===== config.mk =====
export PLATFORM = sky130hd
export DESIGN_NAME = pipe_stall_apply_unit
export DESIGN_NICKNAME = d
export VERILOG_FILES = /design/src/rtl/pipe_stall_apply_unit.sv
export SDC_FILE = /design/constraint.sdc
export NUM_CORES = 1
export LEC_CHECK = 0
export CAP_MARGIN = 20
export CORE_AREA = 10 10 146 148
export CTS_CLUSTER_SIZE = 14
export DETAILED_ROUTE_END_ITERATION = 8
export DIE_AREA = 0 0 156 158
export SLEW_MARGIN = 20
export SYNTH_ARGS = -nofsm -noshare
export SYNTH_HDL_FRONTEND = slang
export SYNTH_SLANG_ARGS = --single-unit

===== constraint.sdc =====
create_clock -name clk -period 3.3 [get_ports clk]
set_clock_uncertainty 0.1 [all_clocks]
set_input_delay 0.66 -clock clk [delete_from_list [all_inputs] [get_ports clk]]
set_output_delay 0.66 -clock clk [all_outputs]
set_load 0.02 [all_outputs]

===== src/rtl/pipe_stall_apply_unit.sv =====
// pipe_stall_apply_unit: owns PC, IF/ID and ID/EX control/valid registers and
// applies the stall / flush / redirect commands from hazard detection.
// A small FSM reports pipeline condition; a watchdog flags stuck load-use stalls.
// Optional build macro: PIPE_PERF_CNT_EN adds saturating stall/flush counters.
module pipe_stall_apply_unit #(
  parameter logic [31:0] RESET_PC  = 32'h0000_0000,
  parameter int          CTRL_W    = 8,
  parameter logic [31:0] NOP_INSTR = 32'h0000_0000,
  parameter int          MAX_STALL = 4
) (
  input  logic              clk,
  input  logic              rst_n,
  input  logic              pc_write,
  input  logic              if_id_write,
  input  logic              id_ex_flush,
  input  logic              branch_taken,
  input  logic [31:0]       bta,
  input  logic [31:0]       imem_instr,
  input  logic [CTRL_W-1:0] id_ctrl,
  output logic [31:0]       pc,
  output logic [31:0]       if_id_pc,
  output logic [31:0]       if_id_instr,
  output logic              if_id_valid,
  output logic [CTRL_W-1:0] id_ex_ctrl,
  output logic              id_ex_valid,
  output logic [1:0]        pipe_state,
  output logic              stall_timeout
`ifdef PIPE_PERF_CNT_EN
  ,
  output logic [31:0]       perf_stall_cnt,
  output logic [31:0]       perf_flush_cnt
`endif
);

  typedef enum logic [1:0] {BOOT = 2'd0, RUN = 2'd1, STALL = 2'd2, REDIRECT = 2'd3} state_t;

  state_t     state, state_nxt;
  logic [7:0] stall_cnt, stall_cnt_nxt;
  logic       load_use;

  // Hazard unit never pairs a redirect with a load-use stall; redirect wins anyway.
  assign load_use   = id_ex_flush & ~branch_taken & ~pc_write;
  assign pipe_state = state;

  // Next state plus watchdog counter. The counter tracks consecutive load-use
  // cycles that keep the FSM in STALL, so after N held stall cycles it reads N.
  always_comb begin
    state_nxt     = RUN;
    stall_cnt_nxt = 8'd0;
    if (state == BOOT)     state_nxt = RUN;
    else if (branch_taken) state_nxt = REDIRECT;
    else if (load_use)     state_nxt = STALL;
    if (state_nxt == STALL)
      stall_cnt_nxt = (stall_cnt == 8'hFF) ? 8'hFF : stall_cnt + 8'd1;
  end

  // FSM state, watchdog counter and sticky timeout flag.
  always_ff @(posedge clk or negedge rst_n) begin
    if (!rst_n) begin
      state         <= BOOT;
      stall_cnt     <= 8'd0;
      stall_timeout <= 1'b0;
    end else begin
      state     <= state_nxt;
      stall_cnt <= stall_cnt_nxt;
      if (stall_cnt_nxt >= 8'(MAX_STALL)) stall_timeout <= 1'b1;
    end
  end

  // PC: redirect beats advance; advance wraps modulo 2^32.
  always_ff @(posedge clk or negedge rst_n) begin
    if (!rst_n)            pc <= RESET_PC;
    else if (branch_taken) pc <= bta;
    else if (pc_write)     pc <= pc + 32'd4;
  end

  // IF/ID: redirect squashes to NOP; the BOOT fetch is loaded but marked invalid.
  always_ff @(posedge clk or negedge rst_n) begin
    if (!rst_n) begin
      if_id_pc    <= 32'd0;
      if_id_instr <= NOP_INSTR;
      if_id_valid <= 1'b0;
    end else if (branch_taken) begin
      if_id_pc    <= bta;
      if_id_instr <= NOP_INSTR;
      if_id_valid <= 1'b0;
    end else if (if_id_write) begin
      if_id_pc    <= pc;
      if_id_instr <= imem_instr;
      if_id_valid <= (state != BOOT);
    end
  end

  // ID/EX: flush inserts a zeroed bubble, otherwise take the decoded bundle.
  always_ff @(posedge clk or negedge rst_n) begin
    if (!rst_n) begin
      id_ex_ctrl  <= '0;
      id_ex_valid <= 1'b0;
    end else if (id_ex_flush) begin
      id_ex_ctrl  <= '0;
      id_ex_valid <= 1'b0;
    end else begin
      id_ex_ctrl  <= id_ctrl;
      id_ex_valid <= if_id_valid;
    end
  end

`ifdef PIPE_PERF_CNT_EN
  // Saturating event counters: load-use stall cycles and redirect cycles.
  always_ff @(posedge clk or negedge rst_n) begin
    if (!rst_n) begin
      perf_stall_cnt <= 32'd0;
      perf_flush_cnt <= 32'd0;
    end else begin
      if (load_use && perf_stall_cnt != 32'hFFFF_FFFF)
        perf_stall_cnt <= perf_stall_cnt + 32'd1;
      if (branch_taken && perf_flush_cnt != 32'hFFFF_FFFF)
        perf_flush_cnt <= perf_flush_cnt + 32'd1;
    end
  end
`endif

endmodule


==> impl_metrics.csv <==
group,metric,value,unit
place,dp_hpwl,11.9,mm
layout,fin_cells,912,
power,cellPowerDensity,526,nW/um^2
floorplanning,core,18500,sq um
logic_synthesis,muxShareOfSynthArea,13.3,%
grt,track_usage,12.9,%
layout,multi_input_area,2140,sq um
clock_tree,clkTransAtPathRegs,50,ps
power,combPwrFrac,18.7,%
routing,vias,4265,
critical_path,critPathCaptureType,"output pin",
power,power.share.switching,26.6,%
layout,seq_area,2930,sq um
critical_path,worst_ep_arrival_time,1590,ps
power,leakage,0.00337,uW
critical_path,cp_data_required_time,2540,ps
power,power.total,4140,uW
clock_tree,root_buffer,"clkbuf_16",
clock_tree,clkSinkCount,117,
timing,hold_viol_final,0,
min_path,min_path_type,"in -> async",
timing,min_period,2350,ps
timing,setup_tns,0,ps
floorplanning,die_x,156,um
floorplanning,io_pins,187,
grt,grt_pass1_wl,25.0,mm
power,p_switching,1100,uW
routing,drc,0,
critical_path,slowest_delay,670,ps
logic_synthesis,synth-xor-area-share,3.51,%
run,max_cap_viol_count,0,
place,portBuffers,186,
routing,drt_iter0_drc,229,
grt,grt_antenna_before_repair,1,
logic_synthesis,ys_seq_elements,117,
logic_synthesis,synth_top_area_share,55.9,%
timing,period_share,71.1,%
logic_synthesis,synth_top_family_by_area,"simple AND/OR/NAND/NOR gates",
routing,via_per_inst,4.68,
logic_synthesis,async_flop_share,100,%
power,p_seq_share,40.0,%
floorplanning,start_util,28.4,%
critical_path,crit_buf_inv,1,
grt,grt_max_degree,76,
logic_synthesis,yosysWarnings,0,
critical_path,path_class,"reg -> out",
grt,grt_overflow,0,
critical_path,crit_family,"buffers and inverters",
power,clkPwrFrac,41.3,%
power,ir_drop,0.368,mV
floorplanning,die_area,24600,sq um
routing,antenna_left,0,
layout,nets,749,
power,intPower,3040,uW
grt,grt_pass1_vias,4563,
layout,layout_common_cells,"clkdlybuf4s50_1, dfrtp_1, nor2_1",
clock_tree,cts_max_level,4,
layout,drive_above_1_share,7.82,%
logic_synthesis,synth-compound-area-share,8.72,%
clock_tree,cts_tree,"yes",
layout,final_core_util,42.6,%
logic_synthesis,synth_edf_count,0,
logic_synthesis,ys_types,39,
critical_path,crit_chain,"clkdlybuf4s50_1",
routing,wl,15.8,mm
logic_synthesis,syn_area_per_cell,10.9,sq um
logic_synthesis,ys.flop_type,"dfrtp_1",
clock_tree,clock_latency,410,ps
clock_tree,hold_buffers,0,
layout,fill_cells,1729,
logic_synthesis,netlist_area,5240,sq um
critical_path,cp_max_fo,7,
routing,wl_per_cell,17.3,um
logic_synthesis,yosys.area_share.simple,14.8,%
logic_synthesis,synth_fa_ha_area_share,0.478,%
logic_synthesis,yosysTopAreaCell,"dfrtp_1",
timing,fmax,426,MHz
place,gp_routability_congestion,0.766,
timing,slew_viol_final,0,
logic_synthesis,synth_nets,562,
timing,tightest_slew,798,ps
logic_synthesis,ys_top_cells_by_area,"dfrtp_1, mux2i_1, nor2_1",
critical_path,slowest_stage,"clkdlybuf4s50_1",
timing,slew_headroom,46.8,%
critical_path,start_kind,"register",
clock_tree,clockBufferDepth,2,
timing,rsz0062_at_grt,"false",
clock_tree,cts_resized,0,
critical_path,r2r_start,"pc[2]",
routing,drt_pass1_iterations,4,
layout,final_common_cell,"clkdlybuf4s50_1",
clock_tree,postCtsSetupBuffers,0,
logic_synthesis,syn-instance-count,482,
timing,finalSetupViolations,0,
floorplanning,fp.dieH,158,um
layout,area_delta_synth_final,50.2,%
outcome,run_status,"finished, final reports clean",
layout,antenna_cells,0,
floorplanning,row_count,50,
clock_tree,cts_made_buffers,17,
place,placedCellCount,884,
critical_path,cp-startpoint,"pc[11]",
logic_synthesis,yosysSeqAreaShare,55.9,%
metal layers:
layer	part of all wire (%)	GRT usage (%)
met1	41	15.3
met2	48	20.7
met3	9.3	5.83
met4	1.0	3.73
met5	0.083	0
synthesized netlist by cell type, types with 2 or more instances:
master / instances
a211oi_1: 3
a21oi_1: 57
a31oi_1: 7
and3_1: 4
buf_1: 2
buf_2: 8
buf_4: 2
clkbuf_1: 12
clkbuf_8: 2
dfrtp_1: 117
ha_1: 2
inv_1: 9
mux2_2: 4
mux2i_1: 65
nand2_1: 21
nand3_1: 8
nand4_1: 12
nand4_2: 2
nor2_1: 77
nor2b_1: 9
nor3_1: 7
nor3_4: 3
o21ai_0: 8
or2_2: 2
or3_1: 6
xnor2_1: 6
xor2_1: 15
final timing paths:
path	end	slack, ps	cells past startpoint
max	pc[11]	950	1
min	if_id_instr[26]	290	2
max reg2reg	pc[26]	1120	6
min reg2reg	stall_cnt[0]	380	1
max in group asynchronous	stall_cnt[4]	2230	2
min in group clk	stall_cnt[0]	380	1
registers in the layout, summed over array words and instances, names as in the netlist:
register	cells
if_id_instr	32
if_id_pc	32
pc	32
id_ex_ctrl	8
stall_cnt	8
pipe_state	2
id_ex_valid	1
if_id_valid	1
stall_timeout	1
power by group through the flow:
stage	combinational, uW	sequential, uW	clock [uW]
after CTS	790	1660	1760
final	774	1650	1710
after global routing	838	1670	1840
after global placement	780	1670	0
after detailed placement	787	1680	0
after floorplan	230	1790	0
kinds of logic (layout without fill, tap and decap cells):
kind of cell,after synthesis,count (layout)
AOI/OAI and AO/OA,82,82
xor gates and xnor gates,21,21
adders and majority gates,2,2
buffers and inverters,35,231
DFF,117,117
muxes,69,69
and+or+nand+nor,156,156
area by class of cell:
| cell class | instances | share of cell area [%] |
|---|---|---|
| Tap cell | 234 | 3.72 |
| Timing Repair Buffer | 194 | 24.5 |
| Multi-Input combinational cell | 330 | 27.2 |
| Inverter | 9 | 0.430 |
| Clock buffer | 23 | 6.33 |
| Clock inverter | 5 | 0.636 |
| Sequential cell | 117 | 37.2 |
through the flow:
step / hold WS [ps] / area [sq um] / setup slack (ps)
2_1_floorplan: 264 / 5240 / 1280
3_3_place_gp: 359 / 7320 / 722
3_5_place_dp: 369 / 7320 / 703
4_1_cts: 320 / 7870 / 923
5_1_grt: 360 / 7870 / 882
6_report: 294 / 7870 / 954
Power figures use the tool's default switching activity.
